**config.mk**
```make
export PLATFORM = sky130hd
export DESIGN_NAME = tc_phase_sequencer_flat
export DESIGN_NICKNAME = d
export VERILOG_FILES = /design/src/rtl/tc_phase_sequencer_pkg.sv /design/src/rtl/tc_phase_sequencer_if.sv /design/src/rtl/tc_phase_sequencer_tick_gen.sv /design/src/rtl/tc_phase_sequencer.sv /design/src/flat_wrapper.sv
export SDC_FILE = /design/constraint.sdc
export NUM_CORES = 1
export LEC_CHECK = 0
export ABC_AREA = 1
export CORE_AREA = 3 3 92 94
export DETAILED_ROUTE_END_ITERATION = 7
export DIE_AREA = 0 0 95 97
export PLACE_DENSITY = 0.57
export SLEW_MARGIN = 20
export SYNTH_ARGS = -nofsm -noshare
export SYNTH_HDL_FRONTEND = slang
export SYNTH_HIERARCHICAL = 1
export SYNTH_SLANG_ARGS = --single-unit
```
**constraint.sdc**
```tcl
create_clock -name clk -period 8.5 [get_ports clk]
set_input_delay 1.7 -clock clk [delete_from_list [all_inputs] [get_ports clk]]
set_output_delay 1.7 -clock clk [all_outputs]
set_load 0.01 [all_outputs]
```
**src/rtl/tc_phase_sequencer_pkg.sv**
```systemverilog
// Shared phase codes, lamp encodings and phase-duration helpers for the traffic phase sequencer.
package tc_pkg;

    localparam logic [2:0] PH_AR_A = 3'd0;
    localparam logic [2:0] PH_NS_G = 3'd1;
    localparam logic [2:0] PH_NS_Y = 3'd2;
    localparam logic [2:0] PH_AR_B = 3'd3;
    localparam logic [2:0] PH_EW_G = 3'd4;
    localparam logic [2:0] PH_EW_Y = 3'd5;

    localparam logic [2:0] RED = 3'b100;
    localparam logic [2:0] YEL = 3'b010;
    localparam logic [2:0] GRN = 3'b001;

    typedef struct packed {
        logic [2:0] ns;
        logic [2:0] ew;
    } lamps_t;

    function automatic int phase_dur(input logic [2:0] p, input int g_ns, input int g_ew,
                                     input int yel, input int ar);
        int d;
        case (p)
            PH_NS_G:          d = g_ns;
            PH_EW_G:          d = g_ew;
            PH_NS_Y, PH_EW_Y: d = yel;
            default:          d = ar;
        endcase
        return d;
    endfunction

    function automatic logic [2:0] next_phase(input logic [2:0] p);
        return (p == PH_EW_Y) ? PH_AR_A : p + 3'd1;
    endfunction

    // Unused/illegal codes fall back to all-red so the lamps can never go dark.
    function automatic lamps_t phase_lamps(input logic [2:0] p);
        lamps_t l;
        l.ns = RED;
        l.ew = RED;
        case (p)
            PH_NS_G: l.ns = GRN;
            PH_NS_Y: l.ns = YEL;
            PH_EW_G: l.ew = GRN;
            PH_EW_Y: l.ew = YEL;
            default: ;
        endcase
        return l;
    endfunction

endpackage

```
**src/rtl/tc_phase_sequencer_if.sv**
```systemverilog
// Control/status bundle between the intersection I/O and the phase sequencer.
interface tc_phase_sequencer_if #(
    parameter int TW = 8
);
    logic          enable;
    logic          ped_req;
    logic          emerg;
    logic [2:0]    ns_light;
    logic [2:0]    ew_light;
    logic [2:0]    phase;
    logic [TW-1:0] time_left;
    logic          ped_grant;

    modport master (
        output enable, ped_req, emerg,
        input  ns_light, ew_light, phase, time_left, ped_grant
    );

    modport slave (
        input  enable, ped_req, emerg,
        output ns_light, ew_light, phase, time_left, ped_grant
    );
endinterface

```
**src/rtl/tc_phase_sequencer_tick_gen.sv**
```systemverilog
// Prescaler: one-cycle tick every TICK_DIV clocks while enabled; frozen (no tick) when disabled.
module tc_tick_gen #(
    parameter int TICK_DIV = 40000000
) (
    input  logic clk,
    input  logic rst,
    input  logic i_enable,
    output logic o_tick
);
    localparam int PW = (TICK_DIV > 2) ? $clog2(TICK_DIV) : 1;

    logic [PW-1:0] r_pre;
    logic          w_wrap;

    assign w_wrap = (r_pre == PW'(TICK_DIV - 1));
    assign o_tick = i_enable & w_wrap;

    always_ff @(posedge clk or posedge rst) begin
        if (rst) begin
            r_pre <= '0;
        end else if (i_enable) begin
            r_pre <= w_wrap ? '0 : r_pre + PW'(1);
        end
    end
endmodule

```
**src/rtl/tc_phase_sequencer.sv**
```systemverilog
// Two-road phase FSM with ped early-end and emergency all-red hold; all outputs registered,
// so lamps/phase change on the clock edge that ends a phase.
module tc_phase_sequencer
    import tc_pkg::*;
#(
    parameter int TICK_DIV  = 40000000,
    parameter int TW        = 8,
    parameter int GREEN_NS  = 30,
    parameter int GREEN_EW  = 20,
    parameter int YELLOW    = 4,
    parameter int ALL_RED   = 2,
    parameter int MIN_GREEN = 5
) (
    input  logic                 clk,
    input  logic                 rst,
    tc_phase_sequencer_if.slave  bus
);

    logic          w_tick;
    logic [2:0]    r_phase;
    logic [TW-1:0] r_cnt;
    logic          r_ped_pend;
    logic          r_ped_grant;
    lamps_t        r_lamps;
    logic [TW-1:0] r_time_left;

    logic [TW-1:0] w_dur;
    logic          w_green;
    logic          w_allred;
    logic          w_last;
    logic          w_min_ok;
    logic [2:0]    w_nxt_phase;
    logic [TW-1:0] w_nxt_cnt;
    logic [TW-1:0] w_nxt_tl;
    logic          w_grant;

    tc_tick_gen #(
        .TICK_DIV (TICK_DIV)
    ) u_tick_gen (
        .clk      (clk),
        .rst      (rst),
        .i_enable (bus.enable),
        .o_tick   (w_tick)
    );

    assign w_dur    = TW'(phase_dur(r_phase, GREEN_NS, GREEN_EW, YELLOW, ALL_RED));
    assign w_green  = (r_phase == PH_NS_G) || (r_phase == PH_EW_G);
    assign w_allred = (r_phase == PH_AR_A) || (r_phase == PH_AR_B);
    assign w_last   = (r_cnt == w_dur - TW'(1));
    assign w_min_ok = (r_cnt >= TW'(MIN_GREEN - 1));

    // Emergency abort needs no tick and is checked first; a ped request is not
    // served by an emergency abort, only by a normal green->yellow step.
    always_comb begin
        w_nxt_phase = r_phase;
        w_nxt_cnt   = r_cnt;
        w_grant     = 1'b0;
        if (bus.emerg && w_green) begin
            w_nxt_phase = next_phase(r_phase);
            w_nxt_cnt   = '0;
        end else if (bus.emerg && w_allred) begin
            w_nxt_cnt   = '0;
        end else if (w_tick) begin
            if (w_last || (w_green && r_ped_pend && w_min_ok)) begin
                w_nxt_phase = next_phase(r_phase);
                w_nxt_cnt   = '0;
                w_grant     = w_green && r_ped_pend;
            end else begin
                w_nxt_cnt   = r_cnt + TW'(1);
            end
        end
    end

    assign w_nxt_tl = TW'(phase_dur(w_nxt_phase, GREEN_NS, GREEN_EW, YELLOW, ALL_RED))
                      - TW'(1) - w_nxt_cnt;

    always_ff @(posedge clk or posedge rst) begin
        if (rst) begin
            r_phase     <= PH_AR_A;
            r_cnt       <= '0;
            r_ped_pend  <= 1'b0;
            r_ped_grant <= 1'b0;
            r_lamps     <= '{ns: RED, ew: RED};
            r_time_left <= TW'(ALL_RED - 1);
        end else begin
            r_phase     <= w_nxt_phase;
            r_cnt       <= w_nxt_cnt;
            r_ped_pend  <= bus.ped_req | (r_ped_pend & ~w_grant);
            r_ped_grant <= w_grant;
            r_lamps     <= phase_lamps(w_nxt_phase);
            r_time_left <= w_nxt_tl;
        end
    end

    assign bus.phase     = r_phase;
    assign bus.ns_light  = r_lamps.ns;
    assign bus.ew_light  = r_lamps.ew;
    assign bus.time_left = r_time_left;
    assign bus.ped_grant = r_ped_grant;

endmodule

```
**src/flat_wrapper.sv**
```systemverilog
// flat-port wrapper written by rule: the top's interface ports become plain ports
module tc_phase_sequencer_flat import tc_pkg::*;
#(
    parameter int TICK_DIV  = 40000000,
    parameter int TW        = 8,
    parameter int GREEN_NS  = 30,
    parameter int GREEN_EW  = 20,
    parameter int YELLOW    = 4,
    parameter int ALL_RED   = 2,
    parameter int MIN_GREEN = 5
)
  (clk, rst, bus_enable, bus_ped_req, bus_emerg, bus_ns_light, bus_ew_light, bus_phase, bus_time_left, bus_ped_grant);
  tc_phase_sequencer_if #(.TW(TW)) bus_i ();
  input  logic clk;
  input  logic rst;
  input wire logic [$bits(bus_i.enable)-1:0] bus_enable;
  input wire logic [$bits(bus_i.ped_req)-1:0] bus_ped_req;
  input wire logic [$bits(bus_i.emerg)-1:0] bus_emerg;
  output wire logic [$bits(bus_i.ns_light)-1:0] bus_ns_light;
  output wire logic [$bits(bus_i.ew_light)-1:0] bus_ew_light;
  output wire logic [$bits(bus_i.phase)-1:0] bus_phase;
  output wire logic [$bits(bus_i.time_left)-1:0] bus_time_left;
  output wire logic [$bits(bus_i.ped_grant)-1:0] bus_ped_grant;
  assign bus_i.enable = bus_enable;
  assign bus_i.ped_req = bus_ped_req;
  assign bus_i.emerg = bus_emerg;
  assign bus_ns_light = bus_i.ns_light;
  assign bus_ew_light = bus_i.ew_light;
  assign bus_phase = bus_i.phase;
  assign bus_time_left = bus_i.time_left;
  assign bus_ped_grant = bus_i.ped_grant;
  tc_phase_sequencer #(.TICK_DIV(TICK_DIV), .TW(TW), .GREEN_NS(GREEN_NS), .GREEN_EW(GREEN_EW), .YELLOW(YELLOW), .ALL_RED(ALL_RED), .MIN_GREEN(MIN_GREEN)) u_core (.clk(clk), .rst(rst), .bus(bus_i));
endmodule
```
==> summary.txt <==
Run status
  – Status: completed

Power and ir drop
  – IR drop worst, VDD: 0.2209 mV
  – Cell Pwr Density: 260.1 nW/um2
  – Leakage Power: 0.001885 uW

Cells and area
  – Design Area, Final: 3711 um2
  – Layout fillers: 768
  – Fin nets: 461
  – Synthesis-to-layout area growth: 12.99%
  – Share of cells above drive strength 1: 0.1544
  – Antenna Cells: 0

STA
  – Crit share post-route: 0.5709
  – Slew headroom: 0.3481
  – Final TNS setup: 0 ns
  – Worst Tran Pin Value: 0.9719 ns
  – Fmax: 206.1 MHz
  – Final min period: 4.852 ns
  – Final Hold Viols: 0
  – Slew Limit Fails: 0
  – Final setup violation count: 0
  – Setup Skew: 0.005776 ns
  – RSZ-0062 raised after global routing: no

Clock tree
  – Setup Fix Bufs, Post-CTS: 0
  – # clock sinks: 53
  – # H-tree levels: 2
  – Latest clock arrival within the worst-skew pair: 0.31 ns
  – CTS tree: built
  – Clk buf depth: 2
  – Hold bufs inserted after CTS: 0
  – Worst-path clk slew: 0.11 ns
  – CTS Buf Count: 5
  – CTS root buffer: clkbuf_8
  – CTS resizes: 0

Logic synthesis
  – Syn Std Cell Area: 3284 um2
  – Syn. warnings: 6
  – Share of the yosys chip area belonging to registers: 0.4050
  – Syn Nets: 434
  – Synth Register Bits: 53
  – Synthesized instance count: 419
  – Synth area leader: dfrtp_1
  – Synth Area per Inst: 7.839 um2
  – Count of cell types in the netlist: 35
  – Synth top area share: 0.3810
  – Area contributors post-synth: dfrtp_1 (38%), nand2_1 (9.6%), inv_1 (7.9%)

Run
  – # Max-Cap Violations: 0

Worst setup path
  – Reg2reg setup slack: 5.19 ns
  – Reg2reg start: u_core/u_tick_gen/r_pre[0]$_DFFE_PP0P_
  – Crit start category: primary input
  – WP data required: 8.71 ns
  – Reg2Reg Depth: 19
  – Signal arrival time at the worst endpoint: 5.06 ns
  – Setup crit start: bus_enable
  – Nature of the critical path endpoint: flip-flop
  – Critical path class: in2reg
  – Worst R2R End: u_core/bus.time_left[7]$_DFF_PP0_
  – CP Max Fanout: 14

Floorplanning
  – Std cell rows: 32
  – Chip width: 95 um
  – IO Count: 23
  – Core area: 7727 um2
  – Initial Util: 0.4250
  – Die Ht: 97 um
  – Full die area: 9215 um2

GRT
  – Number of global-route vias before repair: 2659
  – Global Route Usage Sum: 0.1675
  – Grt total ovfl: 0
  – Pin count of the biggest net entering global routing: 28
  – Global-route wire length before repair: 12400 um
  – Initial antenna violation count: 0

Placed design
  – Placed inst area: 3613 um2
  – IO buf count: 22
  – GPL Wtd Cong: 0.8971
  – Final HPWL DP: 5421 um

Min path
  – WHS Path Cells: 1
  – Hold path startpoint: u_core/u_tick_gen/r_pre[4]$_DFFE_PP0P_
  – Worst Hold Class: reg2reg
  – Worst Hold End: u_core/u_tick_gen/r_pre[4]$_DFFE_PP0P_

Routing
  – Initial DRT Pass Iterations: 4
  – DRC errors left: 0
  – Wire per inst: 12.73 um
  – DR iter-0 viols: 72
  – Post-route ant nets: 0
  – Via count: 2606
  – Total wire length after detailed routing: 6990 um
  – Detailed-route vias per instance: 4.747
## area by class of cell
class	instances	area, um2	share of cell area
Tap cell	102	127.6	0.03439
Inverter	76	287.8	0.07755
Clock buffer	5	68.82	0.01854
Clock inverter	3	28.78	0.007755
Multi-Input combinational cell	288	1648	0.4440
Sequential cell	53	1330	0.3584
Timing Repair Buffer	22	220.2	0.05934
## cell families (layout without fill, tap and decap cells)
group                    Yosys count  after routing  share of synthesized area
AO/OA/AOI/OAI                     20             20                    0.04000
XOR/XNOR                          21             21                    0.05600
adder cells (fa/ha/maj)           10             10                    0.04038
buffers and inverters             78            106                    0.09334
flip-flops                        53             53                     0.4050
AND/OR/NAND/NOR                  237            237                     0.3653
## Yosys cell counts (all sizes together)
cell type and count:
o21ai 4, nor4 1, nor3 6, buf 2, o21bai 6, nand3 39, inv 76, ha 9
a31o 1, and3 1, fa 1, xnor2 7, nand4 10, nor2 73, a31oi 1, dfrtp 50
or2 2, dfstp 3, a21oi 8, xor2 14, nand2 105
## critical path: stages
cell and delay, ns:
clkdlybuf4s50_1 0.82, inv_1 0.15, nor2_1 0.12, nand4_1 0.08
nor2_1 0.12, nand2_2 0.13, inv_2 0.20, nand3_4 0.13
nand2_2 0.08, nand3_2 0.11, nand3_4 0.14, nand2_1 0.09
inv_1 0.06, ha_1 0.15, inv_1 0.05, fa_1 0.39
o21ai_0 0.28, nand2_1 0.10, xor2_1 0.14
## how the worst max path moves through the flow
stage,slack (ns),endpoint,cells past startpoint
global placement,3.37,u_core/bus.time_left[7]$_DFF_PP0_,19
global route,3.25,u_core/bus.time_left[7]$_DFF_PP0_,19
detailed placement,3.28,u_core/bus.time_left[7]$_DFF_PP0_,19
CTS,3.63,u_core/bus.time_left[7]$_DFF_PP0_,19
floorplan,4.49,u_core/bus.time_left[7]$_DFF_PP0_,19
finish,3.65,u_core/bus.time_left[7]$_DFF_PP0_,19
## stage by stage
step | cells | setup WS (ns) | util | power, uW | hold WS, ns
6_report | 549 | 3.648 | 0.4802 | 965.2 | 0.5039
5_1_grt | 549 | 3.250 | 0.4802 | 1056 | 0.5232
4_1_cts | 549 | 3.627 | 0.4802 | 981.1 | 0.5049
3_5_place_dp | 541 | 3.280 | 0.4676 | 816.4 | 0.4922
3_3_place_gp | 541 | 3.369 | 0.4676 | 820.8 | 0.4845
2_1_floorplan | 419 | 4.485 | - | 677.2 | 0.4630
## report_power, final
part	total [uW]	switching [uW]	internal, uW	leakage, uW
Sequential	351	40.4	310	0.000671
Combinational	457	262	195	0.00116
Clock	158	96.0	62.0	0.0000506
## registers in the layout, summed over array words and instances, names as in the netlist
register,flops
u_core/bus.ew_light,3
u_core/bus.phase,3
u_core/bus.ns_light,3
u_core/u_tick_gen/r_pre,26
u_core/r_ped_pend,1
u_core/bus.time_left,8
u_core/r_cnt,8
u_core/bus.ped_grant,1
## routing by layer
metal,track usage,vias up,wire [um]
li1,-,1341,-
met2,0.2928,46,3532
met4,0.03885,0,84
met1,0.2129,1213,3166
met3,0.02799,6,207
met5,0,-,0
## placed cells by master (no fill, tap or decap), drive strengths merged
| cell type | netlist | layout |
|---|---|---|
| a21oi | 8 | 8 |
| a31o | 1 | 1 |
| a31oi | 1 | 1 |
| and3 | 1 | 1 |
| clkbuf | 0 | 5 |
| clkdlybuf4s50 | 0 | 22 |
| clkinv | 0 | 3 |
| dfrtp | 50 | 50 |
| dfstp | 3 | 3 |
| fa | 1 | 1 |
| ha | 9 | 9 |
| inv | 76 | 76 |
| nand2 | 105 | 105 |
| nand3 | 39 | 39 |
| nand4 | 10 | 10 |
| nor2 | 73 | 73 |
| nor3 | 6 | 6 |
| nor4 | 1 | 1 |
| o21ai | 4 | 4 |
| o21bai | 6 | 6 |
| or2 | 2 | 2 |
| xnor2 | 7 | 7 |
| xor2 | 14 | 14 |
Power figures use the tool's default switching activity.
